[src/rtl/decode_pipe_ctrl.sv]
// decode_pipe_ctrl: ID-stage decoder and one-entry ID/EX register with a
// valid/ready handshake. The block inserts a bubble on a load-use hazard, drops
// the ID/EX contents on a branch flush, and drains and then halts on a syscall.
// Optional feature: define DECODE_ILLEGAL_EN to flag undefined encodings on
// illegal_o and halt the core as soon as one is accepted.
module decode_pipe_ctrl #(
    parameter int         DRAIN_CYCLES   = 3,
    parameter int         LOAD_USE_STALL = 1,
    parameter logic [4:0] RA_REG         = 5'd31
) (
    input  logic        clk,
    input  logic        rst,
    input  logic [31:0] id_instr,
    input  logic        id_valid,
    output logic        id_ready,
    input  logic        ex_ready,
    input  logic        flush_i,
    input  logic        resume_i,
    output logic        ex_valid,
    output logic [19:0] ex_ctrl,
    output logic [4:0]  ex_rs,
    output logic [4:0]  ex_rt,
    output logic [4:0]  ex_dst,
    output logic        halt_o,
    output logic        illegal_o
);

    typedef struct packed {
        logic [1:0] rw;
        logic       we;
        logic [1:0] w;
        logic [1:0] y;
        logic [3:0] alu;
        logic       pc_j;
        logic       pc_jr;
        logic       blez;
        logic       beq;
        logic       bne;
        logic       sto;
        logic       load;
        logic       half;
        logic       sys;
    } ctrl_t;

    typedef enum logic [1:0] {ST_RUN, ST_DRAIN, ST_HALT} state_t;

    // A counter of at least one bit keeps DRAIN_CYCLES=0 legal.
    localparam int CNT_W = (DRAIN_CYCLES > 0) ? $clog2(DRAIN_CYCLES + 1) : 1;
    localparam logic [CNT_W-1:0] DRAIN_INIT = CNT_W'(DRAIN_CYCLES);

    logic [5:0] op, funct;
    logic [4:0] rs, rt, rd;
    ctrl_t      dc;
    logic [4:0] d_dst;
    logic       d_legal, reads_rs, reads_rt;
    logic       hazard, accept;
    state_t     state, state_next;
    logic [CNT_W-1:0] cnt, cnt_next;
    logic       unused_shamt;

    assign op    = id_instr[31:26];
    assign rs    = id_instr[25:21];
    assign rt    = id_instr[20:16];
    assign rd    = id_instr[15:11];
    assign funct = id_instr[5:0];
    assign unused_shamt = ^id_instr[10:6];

    // Decode the ID instruction into a control bundle, destination and read-port usage.
    always_comb begin
        // NOTE: every output of this block gets a default first, so no path leaves a latch behind.
        dc       = '0;
        d_dst    = 5'd0;
        d_legal  = 1'b1;
        reads_rs = 1'b1;
        reads_rt = 1'b0;
        case (op)
            6'b000000: begin
                reads_rt = 1'b1;
                case (funct)
                    6'b100000, 6'b100001: dc.alu = 4'b0101;
                    6'b100010:            dc.alu = 4'b0110;
                    6'b100100:            dc.alu = 4'b0111;
                    6'b100101:            dc.alu = 4'b1000;
                    6'b100111:            dc.alu = 4'b1010;
                    6'b101010, 6'b101011: dc.alu = 4'b1011;
                    6'b000110:            dc.alu = 4'b0010;
                    6'b000111:            dc.alu = 4'b0001;
                    6'b000000: begin dc.alu = 4'b0000; dc.y = 2'b01; reads_rs = 1'b0; end
                    6'b000011: begin dc.alu = 4'b0010; dc.y = 2'b01; reads_rs = 1'b0; end
                    6'b000010: begin dc.alu = 4'b0100; dc.y = 2'b01; reads_rs = 1'b0; end
                    6'b001000: dc.pc_jr = 1'b1;
                    6'b001100: begin dc.sys = 1'b1; reads_rs = 1'b0; end
                    default:   d_legal = 1'b0;
                endcase
                if (d_legal && !dc.pc_jr && !dc.sys) begin
                    dc.we = 1'b1;
                    d_dst = rd;
                end
            end
            6'b001000, 6'b001001, 6'b001100, 6'b001101, 6'b001010: begin
                dc.we = 1'b1;
                dc.rw = 2'b11;
                dc.y  = 2'b11;
                d_dst = rt;
                case (op)
                    6'b001100: dc.alu = 4'b0111;
                    6'b001101: dc.alu = 4'b1000;
                    6'b001010: dc.alu = 4'b1011;
                    default:   dc.alu = 4'b0101;
                endcase
            end
            6'b100001, 6'b100011: begin
                dc.load = 1'b1;
                dc.half = (op == 6'b100001);
                dc.alu  = 4'b0101;
                dc.we   = 1'b1;
                dc.rw   = 2'b11;
                dc.w    = 2'b11;
                dc.y    = 2'b11;
                d_dst   = rt;
            end
            6'b101011: begin
                dc.sto   = 1'b1;
                dc.alu   = 4'b0101;
                dc.y     = 2'b11;
                reads_rt = 1'b1;
            end
            6'b000010: begin
                dc.pc_j  = 1'b1;
                reads_rs = 1'b0;
            end
            6'b000011: begin
                dc.pc_j  = 1'b1;
                dc.we    = 1'b1;
                dc.rw    = 2'b01;
                dc.w     = 2'b01;
                d_dst    = RA_REG;
                reads_rs = 1'b0;
            end
            6'b000100, 6'b000101, 6'b000110: begin
                dc.beq   = (op == 6'b000100);
                dc.bne   = (op == 6'b000101);
                dc.blez  = (op == 6'b000110);
                dc.alu   = 4'b0110;
                reads_rt = (op != 6'b000110);
            end
            default: d_legal = 1'b0;
        endcase
        if (!d_legal) begin
            dc    = '0;
            d_dst = 5'd0;
        end
    end

    // A load in EX whose destination feeds the ID instruction needs one bubble when there is no forwarding path.
    assign hazard = (LOAD_USE_STALL != 0) && ex_valid && ex_ctrl[2] && (ex_dst != 5'd0) &&
                    ((reads_rs && (rs == ex_dst)) || (reads_rt && (rt == ex_dst)));

    // During a flush the ID instruction is consumed and dropped, whatever the stage state.
    assign id_ready = flush_i || ((state == ST_RUN) && !hazard && (!ex_valid || ex_ready));
    assign accept   = id_valid && id_ready && !flush_i;

    // ID/EX register: flush, then bubble, then load, then drain on consume; otherwise hold.
    always_ff @(posedge clk or posedge rst) begin
        if (rst) begin
            // NOTE: sequential state is updated with <= only, so every register samples pre-edge values.
            ex_valid <= 1'b0;
            ex_ctrl  <= '0;
            ex_rs    <= 5'd0;
            ex_rt    <= 5'd0;
            ex_dst   <= 5'd0;
        end else if (flush_i) begin
            ex_valid <= 1'b0;
        end else if (hazard && ex_ready) begin
            ex_valid <= 1'b0;
        end else if (accept) begin
            ex_valid <= 1'b1;
            ex_ctrl  <= dc;
            ex_rs    <= rs;
            ex_rt    <= rt;
            ex_dst   <= d_dst;
        end else if (ex_ready) begin
            ex_valid <= 1'b0;
        end
    end

    // Syscall/illegal halt FSM: next-state and drain count.
    always_comb begin
        state_next = state;
        cnt_next   = cnt;
        case (state)
            ST_RUN: begin
                if (accept && dc.sys) begin
                    if (DRAIN_CYCLES == 0) begin
                        state_next = ST_HALT;
                    end else begin
                        state_next = ST_DRAIN;
                        cnt_next   = DRAIN_INIT;
                    end
                end
`ifdef DECODE_ILLEGAL_EN
                else if (accept && !d_legal) begin
                    state_next = ST_HALT;
                end
`endif
            end
            ST_DRAIN: begin
                if (cnt == '0) begin
                    state_next = ST_HALT;
                end else begin
                    cnt_next = cnt - CNT_W'(1);
                end
            end
            ST_HALT: begin
                if (resume_i) begin
                    state_next = ST_RUN;
                end
            end
            default: state_next = ST_RUN;
        endcase
    end

    // FSM state and drain counter registers.
    always_ff @(posedge clk or posedge rst) begin
        if (rst) begin
            state <= ST_RUN;
            cnt   <= '0;
        end else begin
            state <= state_next;
            cnt   <= cnt_next;
        end
    end

    assign halt_o = (state == ST_HALT);

`ifdef DECODE_ILLEGAL_EN
    // illegal_o travels with the ID/EX entry it describes and is refreshed on every load.
    always_ff @(posedge clk or posedge rst) begin
        if (rst) begin
            illegal_o <= 1'b0;
        end else if (accept) begin
            illegal_o <= !d_legal;
        end
    end
`else
    assign illegal_o = 1'b0;
`endif

endmodule
[config.mk]
export PLATFORM = sky130hd
export DESIGN_NAME = decode_pipe_ctrl
export DESIGN_NICKNAME = d
export VERILOG_FILES = /design/src/rtl/decode_pipe_ctrl.sv
export SDC_FILE = /design/constraint.sdc
export NUM_CORES = 1
export LEC_CHECK = 0
export CAP_MARGIN = 40
export CORE_ASPECT_RATIO = 1.5
export CORE_UTILIZATION = 50
export DETAILED_ROUTE_END_ITERATION = 8
export GPL_TIMING_DRIVEN = 0
export PLACE_DENSITY = 0.86
export SETUP_SLACK_MARGIN = 0.02
export SYNTH_ARGS = -nofsm -noshare
export SYNTH_HDL_FRONTEND = slang
export SYNTH_SLANG_ARGS = --single-unit
[constraint.sdc]
create_clock -name clk -period 4 [get_ports clk]
set_input_delay 0.4 -clock clk [delete_from_list [all_inputs] [get_ports clk]]
set_output_delay 0.4 -clock clk [all_outputs]
set_load 0.1 [all_outputs]
==> impl_metrics.yaml <==
clock_tree:
  cts_max_path_buffers: 2
  cts_tree: "yes"
  cts_buffers: 5
  cts-root-buf: "clkbuf_8"
  h-tree-depth: 2
  postCtsSetupRepairBufs: 0
  cts.clk_slew.worst_paths_ps: 80
  clk_latency_ps: 300
  hold_buffers: 0
  ctsResizeCount: 0
  cts.sinks: 40
synthesis:
  synth.top_cells.by_count: "dfrtp_1 (40), nor2_1 (25), a21oi_1 (18)"
  yosysTopAreaCellShare_pct: 42.69
  syn-num-nets: 291
  synth_cells: 252
  synth_most_common_cell: "dfrtp_1"
  ys_warn_count: 0
  ys_seq_elements: 40
  synth_edf_count: 0
  synthFlopType: "dfrtp_1"
  netlist_area_mm2: 0.002345
  ys_seq_area_share_pct: 42.69
  async_flop_share_pct: 100.0
  synth.distinct_cells: 49
  synth.area.top_cells: "dfrtp_1 (43%), mux2_1 (6.7%), nor2_1 (4.0%)"
  syn_avg_cell_area_um2: 9.305
  yosysTopAreaCell: "dfrtp_1"
placement:
  io_buffers: 67
  place_congestion: 0.9322
  dp_hpwl_um: 6119
  place_area_mm2: 0.003679
sta:
  tightest_slew_ps: 882.3
  final_hold_viol_count: 0
  finClkSkew_ps: 10.20
  rsz0062_at_grt: "no"
  drv_slew: 0
  fmax_mhz: 307.9
  period_share_pct: 81.19
  setup_viol: 0
  finalSetupTns_ps: 0
  period_minus_slack_ps: 3248
  slew_headroom_pct: 40.72
routing:
  remaining_drc_errors: 5
  detail-route-antenna-nets: 0
  vias: 2488
  firstDrtPassIters: 7
  avgRoutedWirePerCell_um: 18.95
  drtIter0Drc: 185
  vias_per_cell: 6.010
  routed_wl_um: 7845
floorplan:
  pin_count: 77
  die_area_mm2: 0.004973
  die_w_um: 57.92
  rows: 30
  core_mm2: 0.004504
  fp.dieH_um: 85.87
  start_util_pct: 52.06
hold_path:
  hold_path.class: "input port to asynchronous set/reset pin"
run:
  maxCapViolCount: 0
final_layout:
  fin_nets: 404
  syn_to_final_growth_pct: 61.63
  n_antenna_cell: 0
  postLayoutCellArea_mm2: 0.003790
  drive_gt1_share_pct: 16.67
setup_path:
  path_cells: "clkdlybuf4s50_1, nor4_1, and2_1, o211ai_1, nand2_1, nand3_1, nand2_1, clkdlybuf4s50_1, buf_8"
  rr_startpoint: "ex_dst[4]$_DFFE_PP0P_"
  required_ps: 3600
  rr_worst_depth: 6
  worst-path-max-fanout: 4
  crit_type: "input port to output pin"
  cp_slowest_cell: "clkdlybuf4s50_1"
  end_kind: "output pin"
  timing.rr.end: "ex_rt[2]$_DFFE_PP0P_"
  slowest_delay_ps: 530
  rrSetupSlack_ps: 1410
  path_delay_family: "buffers and inverters"
  crit_buf_inv: 3
  cp-start-kind: "input port"
  worst_ep_arrival_time_ps: 2850
global_route:
  grt_overflow: 0
  grt_usage_pct: 34.00
  grt_first_pass_wirelength_um: 12630
  antenna_found_initial: 0
  grt_max_degree: 29
  grt_pass1_vias: 2695
run_status:
  violations: "DRC"
  outcome: "complete, but fails checks"
power:
  powerDensity_mw_per_mm2: 420.8
  leakage_uw: 0.001612
  ir_drop_v: 0.0004288
  p_total_uw: 1595
cells by family after synthesis:
family / share of synthesized area, %
AND/OR/NAND/NOR: 20.28
AO/OA/AOI/OAI: 16.76
flip-flops: 42.69
buffers and inverters: 6.403
multiplexers: 9.071
XOR/XNOR: 4.109
adder cells (fa/ha/maj): 0.5335
other: 0.1599
flip-flops by register name, indices dropped and copies added (netlist names):
register and flops:
ex_dst 5, ex_rt 5, state 2, ex_rs 5, cnt 2, ex_valid 1
ex_ctrl 20
worst max path at each step:
stage	start	end	slack (ps)	depth (start not counted)
final	id_instr[30]	id_ready	750	9
after global routing	id_instr[28]	id_ready	640	9
after CTS	id_instr[28]	id_ready	760	9
after detailed placement	id_instr[28]	id_ready	770	9
after global placement	id_instr[28]	id_ready	470	8
after floorplan	ex_dst[4]$_DFFE_PP0P_	id_ready	1010	6
layout by cell type (no fill, tap or decap), drive strengths merged, types with 3 or more instances in the layout:
master	instances
o22ai	3
xor2	6
nor3	7
a21oi	18
nand2	12
nand3b	5
clkdlybuf4s50	67
nand3	9
nor2	25
mux2	18
nor2b	7
nor4	6
nand2b	7
xnor2	5
clkbuf	16
a221oi	5
dfrtp	40
inv	14
buf	46
o21ai	11
per-stage QoR:
| step | hold WS [ps] | setup slack (ps) | std cells | util [%] |
|---|---|---|---|---|
| after floorplan | 473.3 | 1011 | 252 | - |
| after CTS | 362.2 | 763.3 | 414 | 84.14 |
| after detailed placement | 475.2 | 772.9 | 406 | 81.67 |
| after global routing | 389.8 | 639.5 | 414 | 84.14 |
| final | 365.1 | 752.4 | 414 | 84.14 |
| after global placement | 466.5 | 472.5 | 367 | 68.28 |
per-layer routing:
| metal | vias to the layer above | routed length (um) | GRT usage (%) |
|---|---|---|---|
| li1 | 1132 | - | - |
| met1 | 1199 | 2685 | 32.71 |
| met2 | 117 | 4339 | 63.85 |
| met3 | 40 | 352 | 4.374 |
| met4 | 0 | 467 | 24.24 |
| met5 | - | 0 | 0 |
cell type report:
type	count	area, um2
inverters	14	52.55
multi-input cells	180	1194
plain buffers	18	97.59
clock inverters	3	42.54
well taps	48	60.06
flip-flops and latches	40	1001
repair buffers	106	1274
clock buffers	5	68.82
fillers	251	714.4
report_power, final:
part           internal, uW  total (uW)  switching (uW)
clock                   185         335             150
combinational           282         774             492
sequential              449         486            36.6
total                   916        1590             679
(Power assumes the default switching activity.)
